File: config.mk
export PLATFORM = sky130hd
export DESIGN_NAME = pipelined_register_file
export DESIGN_NICKNAME = d
export VERILOG_FILES = /design/src/rtl/pipelined_register_file.sv
export SDC_FILE = /design/constraint.sdc
export NUM_CORES = 1
export LEC_CHECK = 0
export CAP_MARGIN = 20
export CELL_PAD_IN_SITES_DETAIL_PLACEMENT = 1
export CELL_PAD_IN_SITES_GLOBAL_PLACEMENT = 1
export CORE_ASPECT_RATIO = 0.75
export CORE_UTILIZATION = 35
export DETAILED_ROUTE_END_ITERATION = 6
export GPL_ROUTABILITY_DRIVEN = 0
export HOLD_SLACK_MARGIN = 0.03
export PLACE_DENSITY_LB_ADDON = 0.1
export SLEW_MARGIN = 15
export SYNTH_ARGS = -nofsm -noshare
export SYNTH_HDL_FRONTEND = slang
export SYNTH_SLANG_ARGS = --single-unit
File: constraint.sdc
create_clock -name clk -period 2.6 [get_ports clk]
set_clock_uncertainty 0.15 [all_clocks]
set_input_delay 0.78 -clock clk [delete_from_list [all_inputs] [get_ports clk]]
set_output_delay 0.78 -clock clk [all_outputs]
set_load 0.03 [all_outputs]
File: src/rtl/pipelined_register_file.sv
// Pipeline register file: two combinational read ports, one synchronous write port,
// optional hardwired zero register, write-to-read bypass and a pending-write scoreboard.
module pipelined_register_file #(
    parameter int DATA_W   = 8,
    parameter int ADDR_W   = 3,
    parameter bit ZERO_REG = 1'b1,
    parameter bit BYPASS   = 1'b1
) (
    input  logic              clk,
    input  logic              rst_n,
    input  logic [ADDR_W-1:0] rd_addr_1,
    input  logic [ADDR_W-1:0] rd_addr_2,
    output logic [DATA_W-1:0] rd_data_1,
    output logic [DATA_W-1:0] rd_data_2,
    output logic              busy_1,
    output logic              busy_2,
    input  logic              wr_en,
    input  logic [ADDR_W-1:0] wr_addr,
    input  logic [DATA_W-1:0] wr_data,
    input  logic              rsv_en,
    input  logic [ADDR_W-1:0] rsv_addr
);

    localparam int DEPTH = 2 ** ADDR_W;

    logic [DATA_W-1:0] regs [DEPTH];
    logic [DEPTH-1:0]  pending;

    logic              wr_to_zero;
    logic              rsv_to_zero;
    logic [ADDR_W-1:0] port_addr [2];
    logic [DATA_W-1:0] port_data [2];
    logic              port_busy [2];

    assign wr_to_zero  = ZERO_REG && (wr_addr == '0);
    assign rsv_to_zero = ZERO_REG && (rsv_addr == '0);

    // NOTE: the register array is cleared by reset because software relies on a known
    // post-reset state; this costs a reset mux per bit instead of a plain RAM macro.
    always_ff @(posedge clk) begin
        if (!rst_n) begin
            for (int i = 0; i < DEPTH; i++) begin
                regs[i] <= '0;
            end
            pending <= '0;
        end else begin
            // NOTE: non-blocking assignments give every flop the pre-edge values; the
            // later assignment to the same pending bit wins, so a reservation overrides
            // a writeback clear on the same address.
            if (wr_en && !wr_to_zero) begin
                regs[wr_addr] <= wr_data;
            end
            if (wr_en) begin
                pending[wr_addr] <= 1'b0;
            end
            if (rsv_en && !rsv_to_zero) begin
                pending[rsv_addr] <= 1'b1;
            end
        end
    end

    assign port_addr[0] = rd_addr_1;
    assign port_addr[1] = rd_addr_2;

    always_comb begin
        for (int p = 0; p < 2; p++) begin
            // NOTE: defaults first so every path assigns both outputs and no latch forms.
            port_data[p] = '0;
            port_busy[p] = 1'b0;
            if (ZERO_REG && (port_addr[p] == '0)) begin
                port_data[p] = '0;
            end else if (BYPASS && wr_en && (wr_addr == port_addr[p])) begin
                port_data[p] = wr_data;
            end else begin
                port_data[p] = regs[port_addr[p]];
                port_busy[p] = pending[port_addr[p]];
            end
        end
    end

    assign rd_data_1 = port_data[0];
    assign rd_data_2 = port_data[1];
    assign busy_1    = port_busy[0];
    assign busy_2    = port_busy[1];

endmodule
## Word-level counts from Yosys, hierarchy flattened

Memories as Yosys holds them, arrays and structs flattened.
Index checks and enable logic that the tools add are counted.

- Add/sub/neg operators: 0
- Multiply operators: 0
- Div/mod/pow operators: 0
- $lt $le $gt $ge: 6
- Equality and inequality tests: 2
- Shift operators: 0
- Mux-type cells: 26
- Bitwise operators: 3
- Reductions and logical operators: 13

Operators with widths:

| cell | number |
|---|---|
| $mux 8 | 8 |
| $lt 3x4->1 const B | 4 |
| $mux 1 | 13 |
| $logic_not 3->1 | 4 |
| $and 8x8->8 | 1 |
| $not 8->8 | 1 |
| $or 8x8->8 | 1 |
| $reduce_or 8->1 | 1 |
| $bmux 1 s3 | 2 |
| $demux 1 s3 | 2 |
| $eq 3x3->1 | 2 |
| $ge 3x1->1 const B | 2 |
| $logic_and 1x1->1 | 6 |
| $mux 3 | 1 |
| $logic_not 1->1 | 2 |

- Register bits after elaboration: 8
- Bits in latches: 0
- RAM bits: 64
- Memory bits (read-only): 0
- Input bits: 24
- Output and inout bits: 18
- Word-level logic and storage cells: 52
- Memories kept: 1

Memories:

| memory | depth | bits a word | read ports | clocked after Yosys merged registers in | wr ports | line | text |
|---|---|---|---|---|---|---|---|
| regs | 8 | 8 | 2 | 0 | 8 | 26 | `logic [DATA_W-1:0] regs [DEPTH];` |

## Longest topological paths before layout

Gate-level depths: netlist of run 1.

- Word-level depth: 10
- Depth in mapped cells: 6
- Depth with buffers taken out: 4

## Worst setup path after synthesis of run 1

Ideal clock, no wire load.

- Kind: input port to output port
- From: input rd_addr_2[2]
- To: output rd_data_2[0]
- Arrival: 2.266 ns
- Required time: 1.670 ns
- Slack: -0.596 ns
- Stages on the path: 5
- Buffers on the path: 2
- Cells stage by stage: buf_4 xnor2_1 nand4_2 buf_4 a211oi_1

- Cells in the longest elaborated chain, start to end: 4
- Elaborated cells between the ends (all ways): 6
- Classes of those cells: 1 x eq/ne; 2 x mux; 2 x reduce/logical; 1 x memory

Ends and longest elaborated chain:

| element | line | text |
|---|---|---|
| start, declared | 12 | `input logic [ADDR_W-1:0] rd_addr_2,` |
| branches (longest 3 deep; another with $mem_v2 8x8) | n/a |  |
| $mux 8 * | 70 | `if (ZERO_REG && (port_addr[p] == '0)) begin` |
| end, declared | 14 | `output logic [DATA_W-1:0] rd_data_2,` |

Mark *: on every way between the ends.

## Worst setup path after layout of run 1

- From: input rd_addr_2[1]
- To: output rd_data_2[0]

The elaborated chain is that of the path after synthesis.

==> results of run 1 <==
## registers in the layout, indices dropped and copies added (netlist names)
signal / flops
pending: 8
regs: 64
## report_power, final
group	internal [W]	leakage, nW	switching [W]
logic	0.000523	1.64	0.000459
clock network	0.000742	0.146	0.000494
registers	0.00134	0.685	0.0000394
total	0.00260	2.47	0.000992
## placed cells by master (no fill, tap or decap), types with 2 or more instances in the layout
| master | instances |
|---|---|
| sky130_fd_sc_hd__a211oi_4 | 16 |
| sky130_fd_sc_hd__a21oi_1 | 2 |
| sky130_fd_sc_hd__and2_1 | 56 |
| sky130_fd_sc_hd__buf_12 | 19 |
| sky130_fd_sc_hd__buf_16 | 2 |
| sky130_fd_sc_hd__buf_2 | 4 |
| sky130_fd_sc_hd__buf_4 | 69 |
| sky130_fd_sc_hd__buf_6 | 35 |
| sky130_fd_sc_hd__buf_8 | 5 |
| sky130_fd_sc_hd__clkbuf_16 | 9 |
| sky130_fd_sc_hd__clkdlybuf4s15_1 | 2 |
| sky130_fd_sc_hd__clkdlybuf4s50_1 | 13 |
| sky130_fd_sc_hd__clkinv_2 | 3 |
| sky130_fd_sc_hd__conb_1 | 8 |
| sky130_fd_sc_hd__dfxtp_1 | 8 |
| sky130_fd_sc_hd__edfxtp_1 | 64 |
| sky130_fd_sc_hd__inv_1 | 7 |
| sky130_fd_sc_hd__mux2i_2 | 2 |
| sky130_fd_sc_hd__mux2i_4 | 14 |
| sky130_fd_sc_hd__mux4_2 | 36 |
| sky130_fd_sc_hd__nand2_1 | 4 |
| sky130_fd_sc_hd__nand2b_1 | 3 |
| sky130_fd_sc_hd__nand3_1 | 2 |
| sky130_fd_sc_hd__nand4_4 | 2 |
| sky130_fd_sc_hd__nor2_1 | 11 |
| sky130_fd_sc_hd__nor2_2 | 11 |
| sky130_fd_sc_hd__nor3_4 | 3 |
| sky130_fd_sc_hd__o21ai_0 | 8 |
| sky130_fd_sc_hd__o22ai_1 | 3 |
| sky130_fd_sc_hd__o32ai_1 | 2 |
| sky130_fd_sc_hd__xnor2_4 | 6 |
## worst paths after layout
path | from | end | slack [ns] | cells past startpoint
max | rd_addr_2[1] | rd_data_2[0] | -0.46 | 7
max reg2reg | pending[1] | pending[1] | 1.73 | 3
min | pending[2] | pending[2] | 0.34 | 2
min reg2reg | pending[2] | pending[2] | 0.34 | 2
## critical path, cell delays in order
cell and delay (ns):
sky130_fd_sc_hd__buf_12 0.09, sky130_fd_sc_hd__buf_12 0.11, sky130_fd_sc_hd__buf_12 0.12, sky130_fd_sc_hd__mux4_2 0.52, sky130_fd_sc_hd__mux2i_4 0.26, sky130_fd_sc_hd__a211oi_4 0.10
sky130_fd_sc_hd__buf_6 0.15
## layout make-up
| type | count | area, um2 |
|---|---|---|
| Clock buffer | 9 | 225 |
| Clock inverter | 7 | 70.1 |
| Fill cell | 1080 | 4530 |
| Inverter | 8 | 32.5 |
| Multi-Input combinational cell | 199 | 2450 |
| Sequential cell | 72 | 2080 |
| Tap cell | 157 | 196 |
| Timing Repair Buffer | 150 | 1600 |
## logic make-up after synthesis
| group | Yosys count |
|---|---|
| XOR/XNOR | 6 |
| buffers and inverters | 24 |
| AND/OR/NAND/NOR | 97 |
| AO/OA/AOI/OAI | 34 |
| flip-flops | 72 |
| other | 1 |
| multiplexers | 54 |
## through the flow
| step | power, W | hold slack [ns] | setup WS [ns] | util [%] |
|---|---|---|---|---|
| after global placement | 0.00217 | 0.323 | -1.29 | 49.8 |
| after detailed placement | 0.00218 | 0.328 | -1.29 | 49.8 |
| after global routing | 0.00371 | 0.370 | -0.503 | 59.5 |
| after CTS | 0.00360 | 0.337 | -0.497 | 59.2 |
| final | 0.00359 | 0.340 | -0.463 | 59.5 |
| after floorplan | 0.00188 | 0.283 | -0.171 | - |
## repair_timing
action,4_1_cts,5_1_grt
gates resized for setup,176,10
cloned,3,0
setup buffers,32,3
endpoints found under the setup margin,50,18
pin swaps,18,9
## metal layers
layer | vias up | wire [um] | share of wire (%)
met3 | 11 | 582 | 4.1
met1 | 1658 | 6130 | 43
met5 | - | 0 | 0
met4 | 0 | 150 | 1.0
li1 | 1405 | - | -
met2 | 86 | 7430 | 52
==> run summary, run 1 <==
DIE
--------------------------------------------------------------------------------
Floorplan die area                                                    0.0122 mm2
Height of the die                                                        95.9 um
Starting utilization of the core area                                      36.8%
Site row count                                                                33
Standard cell core area                                               0.0112 mm2
Io pins                                                                       42
Die Width                                                                 127 um

SYNTH
--------------------------------------------------------------------------------
Syn Std Cell Area                                                    0.00411 mm2
Most frequent cells after synthesis                                 sky130_fd_sc_hd__edfxtp_1, sky130_fd_sc_hd__and2_1, sky130_fd_sc_hd__mux4_2
Area contributors post-synth                                        sky130_fd_sc_hd__edfxtp_1, sky130_fd_sc_hd__mux4_2, sky130_fd_sc_hd__and2_1
Mux share of post-synthesis cell area                                      24.3%
Share of synthesized registers carrying an async set or reset                 0%
Seq/Total Area, Yosys                                                      50.6%
Post-synthesis compound-gate area fraction                                 5.81%
Number of enable flip-flop cells after synthesis                              64
Seq cells post-synth                                                          72
Gate count after technology mapping                                          288
Fraction of the mapped netlist area in simple logic gates                  13.6%
Cell type with the largest total area after synthesis               sky130_fd_sc_hd__edfxtp_1
Most numerous cell in the Yosys netlist                             sky130_fd_sc_hd__edfxtp_1
Main combinational cell family by area after synthesis              multiplexers
Post-synthesis adder-cell area fraction                                       0%
Count of yosys warnings during synthesis                                       0
Post-synth top area share                                                  46.7%
Main synth FF type                                                  sky130_fd_sc_hd__edfxtp_1
Average cell area after synthesis                                       14.3 um2
Synth unique cells                                                            36
Share of the synthesized netlist area taken by xor and xnor gates          1.28%

STATUS
--------------------------------------------------------------------------------
Violations in the final reports                                     negative setup slack
Outcome                                                             finished with violations

WORST SETUP PATH
--------------------------------------------------------------------------------
Highest net fanout along the worst path                                        7
Critical path class                                                       in2out
CP required                                                              1.67 ns
Worst endpoint data arrival time                                         2.13 ns
Nature of the critical path startpoint                                 input pin
Element type at the critical path end                               primary output

LAYOUT
--------------------------------------------------------------------------------
Final std cells w/o fill                                                     602
Total non-filler cell area in the finished layout                    0.00666 mm2
Diode insertion count for antenna repair                                       0
Fraction of layout instances using a drive strength above 1                55.1%
Area Growth Syn to Fin                                                     62.0%
Net count, final                                                             464

GRT
--------------------------------------------------------------------------------
Met1 usage in global routing                                               33.2%
Met2 Track Usage GR                                                        45.1%
Busiest grt layer                                                           met2
Remaining Overflow, GRT                                                        0
Antenna violations before repair                                               0
Vias in the first global route                                              3438
Overall fraction of global-route tracks in use                             25.6%
GR Util met3                                                               4.06%
Largest net degree at the start of global routing                             14
Wire length of the first global-routing pass                            21400 um

TIMING
--------------------------------------------------------------------------------
Timing-limited maximum frequency                                         327 MHz
Hold Vio Cnt, Final                                                            0
Sum of negative setup slack                                             -7.84 ns
Final period util                                                           118%
Relative slew margins                                                      40.4%
Slew at the pin closest to its max-slew limit                           0.890 ns
Minimum clock period after layout                                        3.06 ns
# setup viols final                                                           18
Number of slew-limit violations in the final report                            0
Fin worst setup slack                                                  -0.463 ns
Unrepaired setup endpoints after global routing                             true

DETAILED ROUTING
--------------------------------------------------------------------------------
Total via count in the routed design                                        3160
Antenna Violating Nets Remaining                                               0
Vias per cell                                                               5.25
Drt first-iter violations                                                    242
DR pass1 iterations                                                            4
Number of design rule violations left after detail routing                     0
Sum of routed wire length over all layers                               14300 um
WL/cell                                                                  23.7 um

CLOCK TREE
--------------------------------------------------------------------------------
Worst-skew pair later-pin latency                                        0.33 ns
Number of levels the H-tree was split into                                     3
CTS tree                                                                   built
Clk root buf                                                        sky130_fd_sc_hd__clkbuf_16
Number of buffers created by CTS                                               9
Number of buffers between clock root and the deepest sink                      2
Hold buffer count at cts                                                       0
Number of sinks on the clock net                                              72
Clock Pin Slew Worst Setup and Hold Paths                                0.06 ns

POWER AND IR DROP
--------------------------------------------------------------------------------
Leakage dissipation                                                      2.47 nW
VDD IR-drop max                                                       0.000419 V
Pwr Density                                                           539 mW/mm2

PLACEMENT
--------------------------------------------------------------------------------
Buffers added on ports                                                        41
Estimated wirelength of the detail-placed design                         9280 um
Post-Place Cell Area                                                 0.00558 mm2
Placed cells                                                                 549

JOB
--------------------------------------------------------------------------------
Max capacitance violation total                                                0

HOLD PATH
--------------------------------------------------------------------------------
Kind of path behind the tightest hold check                              reg2reg

Power figures use the tool's default switching activity.
==> inputs of run 2 (changes only) <==
--- a/config.mk
+++ b/config.mk
@@ -10,11 +10,13 @@
 export CELL_PAD_IN_SITES_GLOBAL_PLACEMENT = 1
 export CORE_ASPECT_RATIO = 0.75
 export CORE_UTILIZATION = 35
+export CTS_CLUSTER_DIAMETER = 30
+export CTS_CLUSTER_SIZE = 24
 export DETAILED_ROUTE_END_ITERATION = 6
 export GPL_ROUTABILITY_DRIVEN = 0
 export HOLD_SLACK_MARGIN = 0.03
 export PLACE_DENSITY_LB_ADDON = 0.1
-export SLEW_MARGIN = 15
+export SLEW_MARGIN = 5
 export SYNTH_ARGS = -nofsm -noshare
 export SYNTH_HDL_FRONTEND = slang
 export SYNTH_SLANG_ARGS = --single-unit
==> results of run 2 <==
Same layout as run 1: the final DEF is identical, and so are final timing and power.
